### src/rtl/sd_cmd_engine.sv
// sd_cmd_engine: SPI-mode SD command engine. Takes a command from the card
// controller, sends the six-byte packet through the byte-level SPI master,
// polls for the response within the NCR window, captures up to MAX_RESP_BYTES
// response bytes and, for R1b commands, waits for the card to stop signalling busy.
// Build option: define SD_CMD_CRC7_EN to compute CRC7 in hardware. Without it,
// the CRC byte comes from a small table (CMD0 / CMD8 values, 0x01 otherwise).
//
// state | meaning
// IDLE  | cmd_ready=1, waiting for a command
// SEND  | sending the 6-byte command packet
// POLL  | clocking 0xFF until the card answers (NCR window)
// RESP  | capturing the remaining response bytes
// BUSY  | R1b: clocking 0xFF until the card returns a non-zero byte
// DONE  | one-cycle completion pulse

module sd_cmd_engine #(
   parameter int SPI_SIZE       = 8,
   parameter int MAX_RESP_BYTES = 5,
   parameter int RESP_LEN_BITS  = 3,
   parameter int NCR_MAX        = 8,
   parameter int BUSY_MAX       = 65535,
   parameter int BUSY_CNT_BITS  = 16
) (
   input  logic                        clk,
   input  logic                        rst,
   input  logic                        cmd_valid,
   output logic                        cmd_ready,
   input  logic [5:0]                  cmd_index,
   input  logic [31:0]                 cmd_arg,
   input  logic [RESP_LEN_BITS-1:0]    cmd_resp_len,
   input  logic                        cmd_busy,
   output logic                        resp_valid,
   output logic                        resp_timeout,
   output logic [8*MAX_RESP_BYTES-1:0] resp_bytes,
   input  logic                        spi_ready,
   output logic                        spi_req,
   output logic                        spi_tx_en,
   output logic [SPI_SIZE-1:0]         spi_tx_data,
   input  logic [SPI_SIZE-1:0]         spi_rx_data
);
   localparam int NCR_BITS = $clog2(NCR_MAX + 1);
   localparam int BCW      = (RESP_LEN_BITS > 3) ? RESP_LEN_BITS : 3;

   typedef enum logic [2:0] {IDLE, SEND, POLL, RESP, BUSY, DONE} state_t;
   state_t state, state_nx;

   logic [5:0]               index_q;
   logic [31:0]              arg_q;
   logic [RESP_LEN_BITS-1:0] len_q;
   logic [RESP_LEN_BITS-1:0] len_clamped;
   logic                     busy_q;
   logic [BCW-1:0]           byte_cnt;
   logic [NCR_BITS-1:0]      ncr_cnt;
   logic [BUSY_CNT_BITS-1:0] busy_cnt;
   logic                     xfer_act;
   logic                     ready_dropped;
   logic                     xfer_done;
   logic                     accept;
   logic [7:0]               pkt_byte;
   logic [7:0]               crc_byte;

   assign accept    = cmd_valid && cmd_ready;
   // A byte is finished the first cycle spi_ready is back high after it dropped.
   assign xfer_done = xfer_act && ready_dropped && spi_ready;

   // Length 0 means a plain R1; anything longer than the buffer is clamped.
   always_comb begin
      if (cmd_resp_len == '0)
         len_clamped = RESP_LEN_BITS'(1);
      else if (cmd_resp_len > RESP_LEN_BITS'(MAX_RESP_BYTES))
         len_clamped = RESP_LEN_BITS'(MAX_RESP_BYTES);
      else
         len_clamped = cmd_resp_len;
   end

   // Packet byte selected by the send position.
   always_comb begin
      case (byte_cnt)
         BCW'(0): pkt_byte = {2'b01, index_q};
         BCW'(1): pkt_byte = arg_q[31:24];
         BCW'(2): pkt_byte = arg_q[23:16];
         BCW'(3): pkt_byte = arg_q[15:8];
         BCW'(4): pkt_byte = arg_q[7:0];
         default: pkt_byte = crc_byte;
      endcase
   end

`ifdef SD_CMD_CRC7_EN
   logic [6:0] crc_q;

   function automatic logic [6:0] crc7_step(input logic [6:0] crc, input logic [7:0] data);
      logic [6:0] c;
      logic       fb;
      c = crc;
      for (int i = 7; i >= 0; i--) begin
         fb = c[6] ^ data[i];
         c  = {c[5:0], 1'b0};
         if (fb)
            c = c ^ 7'h09;
      end
      return c;
   endfunction

   // Fold each of packet bytes 0-4 into the CRC as it completes; byte 5 follows later.
   always_ff @(posedge clk) begin
      if (rst)
         crc_q <= '0;
      else if (accept)
         crc_q <= '0;
      else if (state == SEND && xfer_done && byte_cnt != BCW'(5))
         crc_q <= crc7_step(crc_q, pkt_byte);
   end

   assign crc_byte = {crc_q, 1'b1};
`else
   // SPI mode ignores CRC except for CMD0 and CMD8, which are sent with fixed args.
   always_comb begin
      case (index_q)
         6'd0:    crc_byte = 8'h95;
         6'd8:    crc_byte = 8'h87;
         default: crc_byte = 8'h01;
      endcase
   end
`endif

   // Track the byte in flight so only one request is issued per byte.
   always_ff @(posedge clk) begin
      if (rst) begin
         xfer_act      <= 1'b0;
         ready_dropped <= 1'b0;
      end else if (spi_req) begin
         xfer_act      <= 1'b1;
         ready_dropped <= 1'b0;
      end else if (xfer_done) begin
         xfer_act      <= 1'b0;
      end else if (xfer_act && !spi_ready) begin
         ready_dropped <= 1'b1;
      end
   end

   // State register.
   always_ff @(posedge clk) begin
      if (rst)
         state <= IDLE;
      else
         state <= state_nx;
   end

   // Next-state and handshake/SPI outputs.
   always_comb begin
      state_nx    = state;
      cmd_ready   = 1'b0;
      resp_valid  = 1'b0;
      spi_req     = 1'b0;
      spi_tx_en   = 1'b0;
      spi_tx_data = 8'hFF;
      case (state)
         IDLE: begin
            cmd_ready = 1'b1;
            if (cmd_valid)
               state_nx = SEND;
         end
         SEND: begin
            spi_tx_en   = 1'b1;
            spi_tx_data = pkt_byte;
            spi_req     = !xfer_act && spi_ready;
            if (xfer_done && byte_cnt == BCW'(5))
               state_nx = POLL;
         end
         POLL: begin
            spi_req = !xfer_act && spi_ready;
            if (xfer_done) begin
               if (spi_rx_data != 8'hFF) begin
                  if (len_q != RESP_LEN_BITS'(1))
                     state_nx = RESP;
                  else if (busy_q)
                     state_nx = BUSY;
                  else
                     state_nx = DONE;
               end else if (ncr_cnt <= NCR_BITS'(1)) begin
                  state_nx = DONE;
               end
            end
         end
         RESP: begin
            spi_req = !xfer_act && spi_ready;
            if (xfer_done && byte_cnt == BCW'(len_q) - BCW'(1))
               state_nx = busy_q ? BUSY : DONE;
         end
         BUSY: begin
            spi_req = !xfer_act && spi_ready;
            if (xfer_done && (spi_rx_data != 8'h00 || busy_cnt <= BUSY_CNT_BITS'(1)))
               state_nx = DONE;
         end
         DONE: begin
            resp_valid = 1'b1;
            state_nx   = IDLE;
         end
         default: state_nx = IDLE;
      endcase
   end

   // Command latch, byte position, NCR/busy down-counters and response capture.
   always_ff @(posedge clk) begin
      if (rst) begin
         index_q      <= '0;
         arg_q        <= '0;
         len_q        <= '0;
         busy_q       <= 1'b0;
         byte_cnt     <= '0;
         ncr_cnt      <= '0;
         busy_cnt     <= '0;
         resp_timeout <= 1'b0;
         resp_bytes   <= '0;
      end else if (accept) begin
         index_q      <= cmd_index;
         arg_q        <= cmd_arg;
         len_q        <= len_clamped;
         busy_q       <= cmd_busy;
         byte_cnt     <= '0;
         ncr_cnt      <= NCR_BITS'(NCR_MAX);
         busy_cnt     <= BUSY_CNT_BITS'(BUSY_MAX);
         resp_timeout <= 1'b0;
         resp_bytes   <= '0;
      end else if (xfer_done) begin
         case (state)
            SEND: byte_cnt <= (byte_cnt == BCW'(5)) ? '0 : byte_cnt + BCW'(1);
            POLL: begin
               if (spi_rx_data != 8'hFF) begin
                  resp_bytes[7:0] <= spi_rx_data;
                  byte_cnt        <= BCW'(1);
               end else begin
                  if (ncr_cnt <= NCR_BITS'(1))
                     resp_timeout <= 1'b1;
                  if (ncr_cnt != '0)
                     ncr_cnt <= ncr_cnt - NCR_BITS'(1);
               end
            end
            RESP: begin
               resp_bytes[8*byte_cnt +: 8] <= spi_rx_data;
               byte_cnt                    <= byte_cnt + BCW'(1);
            end
            BUSY: begin
               if (spi_rx_data == 8'h00) begin
                  if (busy_cnt <= BUSY_CNT_BITS'(1))
                     resp_timeout <= 1'b1;
                  if (busy_cnt != '0)
                     busy_cnt <= busy_cnt - BUSY_CNT_BITS'(1);
               end
            end
            default: ;
         endcase
      end
   end

endmodule

### config.mk
export PLATFORM = sky130hd
export DESIGN_NAME = sd_cmd_engine
export DESIGN_NICKNAME = d
export VERILOG_FILES = /design/src/rtl/sd_cmd_engine.sv
export SDC_FILE = /design/constraint.sdc
export NUM_CORES = 1
export LEC_CHECK = 0
export CAP_MARGIN = 20
export CORE_ASPECT_RATIO = 1.5
export CORE_UTILIZATION = 40
export DETAILED_ROUTE_END_ITERATION = 7
export PLACE_DENSITY = 0.68
export SETUP_SLACK_MARGIN = 0.4
export SLEW_MARGIN = 20
export SYNTH_ARGS = -nofsm -noshare
export SYNTH_HDL_FRONTEND = slang
export SYNTH_SLANG_ARGS = --single-unit
### constraint.sdc
create_clock -name clk -period 6.1 [get_ports clk]
set_clock_uncertainty 0.05 [all_clocks]
set_input_delay 0.915 -clock clk [delete_from_list [all_inputs] [get_ports clk]]
set_output_delay 0.915 -clock clk [all_outputs]
set_load 0.05 [all_outputs]
==> reports/results.txt, run 1 <==
Post-synthesis average cell area - 8.24 µm²
Max-Cap Viols - 0
Vias in the first global route - 4505
Synth Warn # - 0
Area contributors post-synth - dfxtp_1, nand2_1, a21oi_1, mux2i_1, ha_1
Clock transition at the registers of the reported paths - 0.07 ns
Initial antenna violation count - 0
Critical path class - flip-flop to primary output
WP data arrival - 3.38 ns
TritonCTS clock tree - yes
Mapped Cells - 611
Post-synth EDFFs - 0
PwrDens - 271 nW/µm²
Die height - 139 µm
# Post-CTS Setup Buffers - 0
Die X - 93.6 µm
Largest net degree at the start of global routing - 66
Final hold slack - 0.404 ns
Slew Viols, Final - 0
Critical Path Sink Type - primary output
DR DRC count - 0
Total grt overflow - 0
Num CTS Buffers - 9
Cells after DPL - 835
Clk buf depth - 2
Critical path data required time - 5.13 ns
Pre-CTS WS - 2.07 ns
Final hold violations - 0
Die area - 13100 µm²
Internal power - 1.23 mW
Core box area - 12100 µm²
Post-route setup slack - 1.76 ns
Seq pwr share - 46.8%
Sequential cell area fraction in the yosys report - 44.1%
Final wirelength - 13300 µm
Pre-antenna DRT Iters - 5
Synth Flop Type - dfxtp_1
Clk pwr share - 33.2%
Static Leak - 2.20 nW
Worst Hold Class - flip-flop to flip-flop
Gate power share - 20.0%
Fin crit share - 71.2%
Synth-to-layout area growth - 28.6%
Async SR Flop Fraction - 0%
Status - complete, no violations
# IOs - 107
Final Setup Violations - 0
Routed WL per cell - 15.7 µm
Yosys top cell area share - 44.1%
Via count - 4615
Root buf cell - clkbuf_16
Yosys top cell by area - dfxtp_1
CTS HTree Levels - 3
Rows - 49
Synth top cells by count - nand2_1, dfxtp_1, a21oi_1, nor2_1, clkbuf_1
CTS resizes - 0
Slew headroom - 39.4%
Psw - 0.526 mW
Layout cell share with drive strength beyond 1 - 4.73%
Min cycle time layout - 4.34 ns
DP HPWL - 9580 µm
Input/output buffers - 106
Clk_lat worst skew - 0.34 ns
DRT antenna net count - 0
Ant diodes - 0
Max VDD drop - 180 µV
Final GP Congestion - 0.897
Post-CTS Hold Fix Bufs - 0
Fmax - 230 MHz
Worst-path fanout max - 11
Startpoint Class - flip-flop
Layout Nets - 761
Top-count cell post-synth - nand2_1
Worst-margin pin slew - 0.903 ns
Synthesized flop and latch total - 111
First-pass GRT wire length - 21700 µm
RSZ-0062 raised after global routing - false
Via density per instance - 5.42
Clock sink count - 111
Post-synth net total - 679
Setup TNS - 0 ns
Cell Area, Synth - 5040 µm²
Starting density of the core - 41.5%
Non-Filler Instances - 851
Sw frac - 30.0%
Tot GR Track Use - 20.8%
Unique cell type count in the Yosys netlist - 48
Violation count after the first detailed-routing iteration - 265
per-stage QoR:
stage	utilization (%)	power [mW]	area (µm²)
3_3_place_gp	50.9	1.18	6180
3_5_place_dp	50.9	1.19	6180
6_report	53.4	1.75	6480
2_1_floorplan	-	1.06	5040
5_1_grt	53.4	1.84	6480
4_1_cts	53.3	1.77	6470
cell type report:
| type | count | area (µm²) |
|---|---|---|
| clock buffer | 10 | 229 |
| inverter | 12 | 45.0 |
| fill | 1159 | 5660 |
| multi-input combinational | 448 | 2630 |
| tap | 153 | 191 |
| sequential | 111 | 2220 |
| clock inverter | 6 | 67.6 |
| timing repair buffer | 111 | 1090 |
cell usage in the layout (no fill, tap or decap), types with 3 or more instances in the layout:
master | netlist | routed
a21oi_1 | 75 | 75
a22oi_1 | 9 | 9
buf_4 | 0 | 5
nand4_1 | 7 | 7
o31ai_1 | 8 | 8
mux2i_1 | 28 | 28
clkdlybuf4s50_1 | 0 | 105
nand3_1 | 4 | 4
nor4_1 | 5 | 4
or3b_2 | 3 | 3
o21ai_0 | 18 | 18
or2_2 | 3 | 3
nand3b_1 | 4 | 4
or4_1 | 14 | 14
clkbuf_16 | 0 | 9
dfxtp_1 | 111 | 111
inv_1 | 12 | 12
a222oi_1 | 6 | 6
nor2b_1 | 6 | 6
nand2_1 | 127 | 127
xor2_1 | 6 | 6
nor3_1 | 10 | 10
ha_1 | 14 | 14
a211oi_1 | 3 | 3
a31oi_1 | 12 | 12
nor3b_1 | 3 | 3
xnor2_1 | 5 | 5
or3_1 | 9 | 9
nor2_1 | 43 | 43
cell families after synthesis:
logic type,share of synthesized area [%]
multiplexers,5.79
flip-flops,44.1
AND/OR/NAND/NOR,23.5
adder cells (fa/ha/maj),3.48
buffers and inverters,3.92
XOR/XNOR,2.36
AO/OA/AOI/OAI,16.9
power groups by stage:
stage	Combinational [mW]	Clock [mW]	Sequential [mW]
floorplan	0.248	0	0.813
global placement	0.344	0	0.833
detailed placement	0.351	0	0.835
CTS	0.352	0.600	0.819
global route	0.384	0.629	0.826
finish	0.351	0.582	0.820
worst max-delay path, stage by stage (launching register included):
cell and delay (ns):
dfxtp_1 0.57, inv_1 0.16, ha_1 0.27, ha_1 0.32, o21bai_1 0.35, nor3_1 0.34, inv_1 0.06, o21ai_0 0.14
clkdlybuf4s50_1 0.82
metal layers:
| layer | vias to the layer above | global-route usage [%] | routed length, µm |
|---|---|---|---|
| li1 | 2315 | - | - |
| met1 | 2124 | 25.4 | 5570 |
| met2 | 155 | 35.0 | 6440 |
| met3 | 21 | 5.46 | 1000 |
| met4 | 0 | 7.29 | 310 |
| met5 | - | 0 | 0 |
sequential cells by signal (all words and copies together), names as in the netlist:
register,count
xfer_act,1
index_q,6
busy_q,1
state,3
resp_timeout,1
len_q,3
ncr_cnt,4
byte_cnt,3
busy_cnt,16
resp_bytes,40
ready_dropped,1
arg_q,32
final timing paths:
| path | cells after the start | endpoint | slack [ns] | from |
|---|---|---|---|---|
| worst max-delay path | 8 | spi_tx_data[4] | 1.76 | byte_cnt[0] |
| worst min-delay path | 2 | resp_bytes[37] | 0.40 | resp_bytes[37] |
| worst max register to register | 8 | resp_bytes[31] | 2.89 | byte_cnt[0] |
| worst min register to register | 2 | resp_bytes[37] | 0.40 | resp_bytes[37] |
No activity file was read; power rests on OpenSTA's default activity.
==> run 2: changes to the inputs <==
PLACE_DENSITY = 0.71   (was 0.68)
clock period = 3.7 ns   (was 6.1 ns; I/O delays follow)
==> run 2 against run 1 <==
Compared with the run above: clock-buffer cell count increased by 1; final cell count grew 1.4%; highest routed layer unchanged; sequential share of layout area down 0.56 points; final area grew 1.8%; register-to-register slack worse by 2.1 ns; sequential power increased by 65%; largest cell class unchanged.
==> reports/results.txt, run 2 (synthesis gave the netlist of run 1 again) <==
Startpoint Class - flip-flop
Hold depth - 2
PwrDens - 451 nW/µm²
Clk buf depth - 2
Min cycle time layout - 3.13 ns
Num CTS Buffers - 9
Rows - 49
Largest net degree at the start of global routing - 65
Final Setup Violations - 0
Clk_lat worst skew - 0.35 ns
R2r endpoint - busy_cnt[9]
Initial antenna violation count - 0
CP max stage delay - 0.46 ns
Critical path class - flip-flop to primary output
Max VDD drop - 330 µV
Final wirelength - 14100 µm
Slew Viols, Final - 0
Starting density of the core - 41.5%
WP data arrival - 2.53 ns
Via count - 4754
Setup TNS - 0 ns
Most frequent CP cell - ha_1
Root buf cell - clkbuf_16
Reg2Reg Depth - 5
RSZ-0062 raised after global routing - true
Vias in the first global route - 4675
Layout Nets - 773
TritonCTS clock tree - yes
Pre-antenna DRT Iters - 5
Fmax - 319 MHz
CTS HTree Levels - 3
Final Util - 54.3%
Post-route cell area - 6600 µm²
Final hold slack - 0.405 ns
Total grt overflow - 0
Routed WL per cell - 16.3 µm
Hold Crit Start - resp_bytes[10]
DRT antenna net count - 0
Clock transition at the registers of the reported paths - 0.07 ns
Worst-margin pin slew - 0.686 ns
Final hold violations - 0
Synth-to-layout area growth - 31.0%
Critical-path top delay cell - dfxtp_2
Post-CTS Hold Fix Bufs - 0
WP buf/inv - 2
Commonest non-fill, non-tap cells in the layout - nand2_1, dfxtp_1, clkdlybuf4s50_1
Final GP Congestion - 0.883
Status - complete, no violations
Max-Cap Viols - 0
Delay-heaviest family, CP - compound AO/OA/AOI/OAI gates
Die area - 13100 µm²
Cells after DPL - 847
Placed inst area - 6260 µm²
Violation count after the first detailed-routing iteration - 337
Static Leak - 2.28 nW
Die height - 139 µm
Total power - 2.98 mW
Post-route setup slack - 0.567 ns
Slew headroom - 54.3%
Worst-path fanout max - 11
Most common cell after layout, fill and taps aside - nand2_1
Ant diodes - 0
Input/output buffers - 106
Reg2reg start - state[2]
CP Cell Sequence - inv_1 > ha_1 > ha_1 > a222oi_1 > o21ai_0 > a221o_1 > buf_4
# IOs - 107
DP HPWL - 10200 µm
Non-Filler Instances - 863
Worst Hold Class - flip-flop to flip-flop
Critical path data required time - 3.09 ns
Critical Path Sink Type - primary output
Via density per instance - 5.51
R2R setup slack - 0.75 ns
Top flop regs - resp_bytes: 40 flops, arg_q: 32 flops, busy_cnt: 16 flops
Pre-CTS WS - 0.121 ns
Fin crit share - 84.7%
First-pass GRT wire length - 22700 µm
Largest register by flop count - resp_bytes
Layout cell share with drive strength beyond 1 - 8.45%
Die X - 93.6 µm
DR DRC count - 0
Tot GR Track Use - 22.1%
Flip-flop count of the largest register after layout - 40
Hold Path Sink - resp_bytes[10]
Cell depth of the worst setup path - 7
Beginning of the critical path - byte_cnt[0]
Core box area - 12100 µm²
Clock sink count - 111
==> run 2: cell types whose count changed in the layout (fill, tap and decap cells not counted), moves of 2 or more <==
cell / before / now
buf_4: 5 / 22
clkbuf_2: 0 / 2
clkdlybuf4s50_1: 105 / 96
dfxtp_1: 111 / 108
dfxtp_2: 0 / 3
dlygate4sd2_1: 0 / 2
inv_6: 2 / 0
nor3_1: 10 / 8
nor3_2: 1 / 3
==> run 2: tightest hold or removal path, delay by kind of cell, from the launching register on <==
| family | cells | cell delay [ns] |
|---|---|---|
| AO/OA/AOI/OAI | 1 | 0.05 |
| flip-flops | 1 | 0.31 |
| AND/OR/NAND/NOR | 1 | 0.05 |
==> run 2: what timing repair did <==
| action | 4_1_cts | 5_1_grt |
|---|---|---|
| setup buffers | 0 | 0 |
| resized for setup | 6 | 9 |
| endpoints found under the setup margin | 8 | 14 |
==> run 2: worst max path at each step <==
stage	to	slack [ns]
floorplan	spi_req	0.45
global placement	busy_cnt[9]	0.26
detailed placement	busy_cnt[9]	0.12
CTS	busy_cnt[9]	0.49
global route	busy_cnt[9]	0.36
finish	spi_tx_data[1]	0.57
==> run 2: per-layer routing <==
| layer | wire length, µm | vias up | GRT usage [%] |
|---|---|---|---|
| li1 | - | 2338 | - |
| met1 | 5530 | 2230 | 24.8 |
| met2 | 7350 | 158 | 39.8 |
| met3 | 789 | 28 | 3.66 |
| met4 | 416 | 0 | 10.7 |
| met5 | 0 | - | 0 |
==> run 2: layout make-up <==
class,instances,area [µm²]
timing repair buffer,123,1160
multi-input combinational,448,2650
inverter,12,45.0
clock buffer,11,243
fill,1148,5540
clock inverter,5,81.3
tap,153,191
sequential,111,2230
==> run 2: where the power goes <==
group          internal, mW  total [mW]  leakage, nW  switching, mW
combinational         0.211       0.579         1.22          0.368
clock                 0.612        1.05        0.156          0.435
sequential             1.28        1.35        0.908         0.0742
total                  2.10        2.98         2.28          0.877
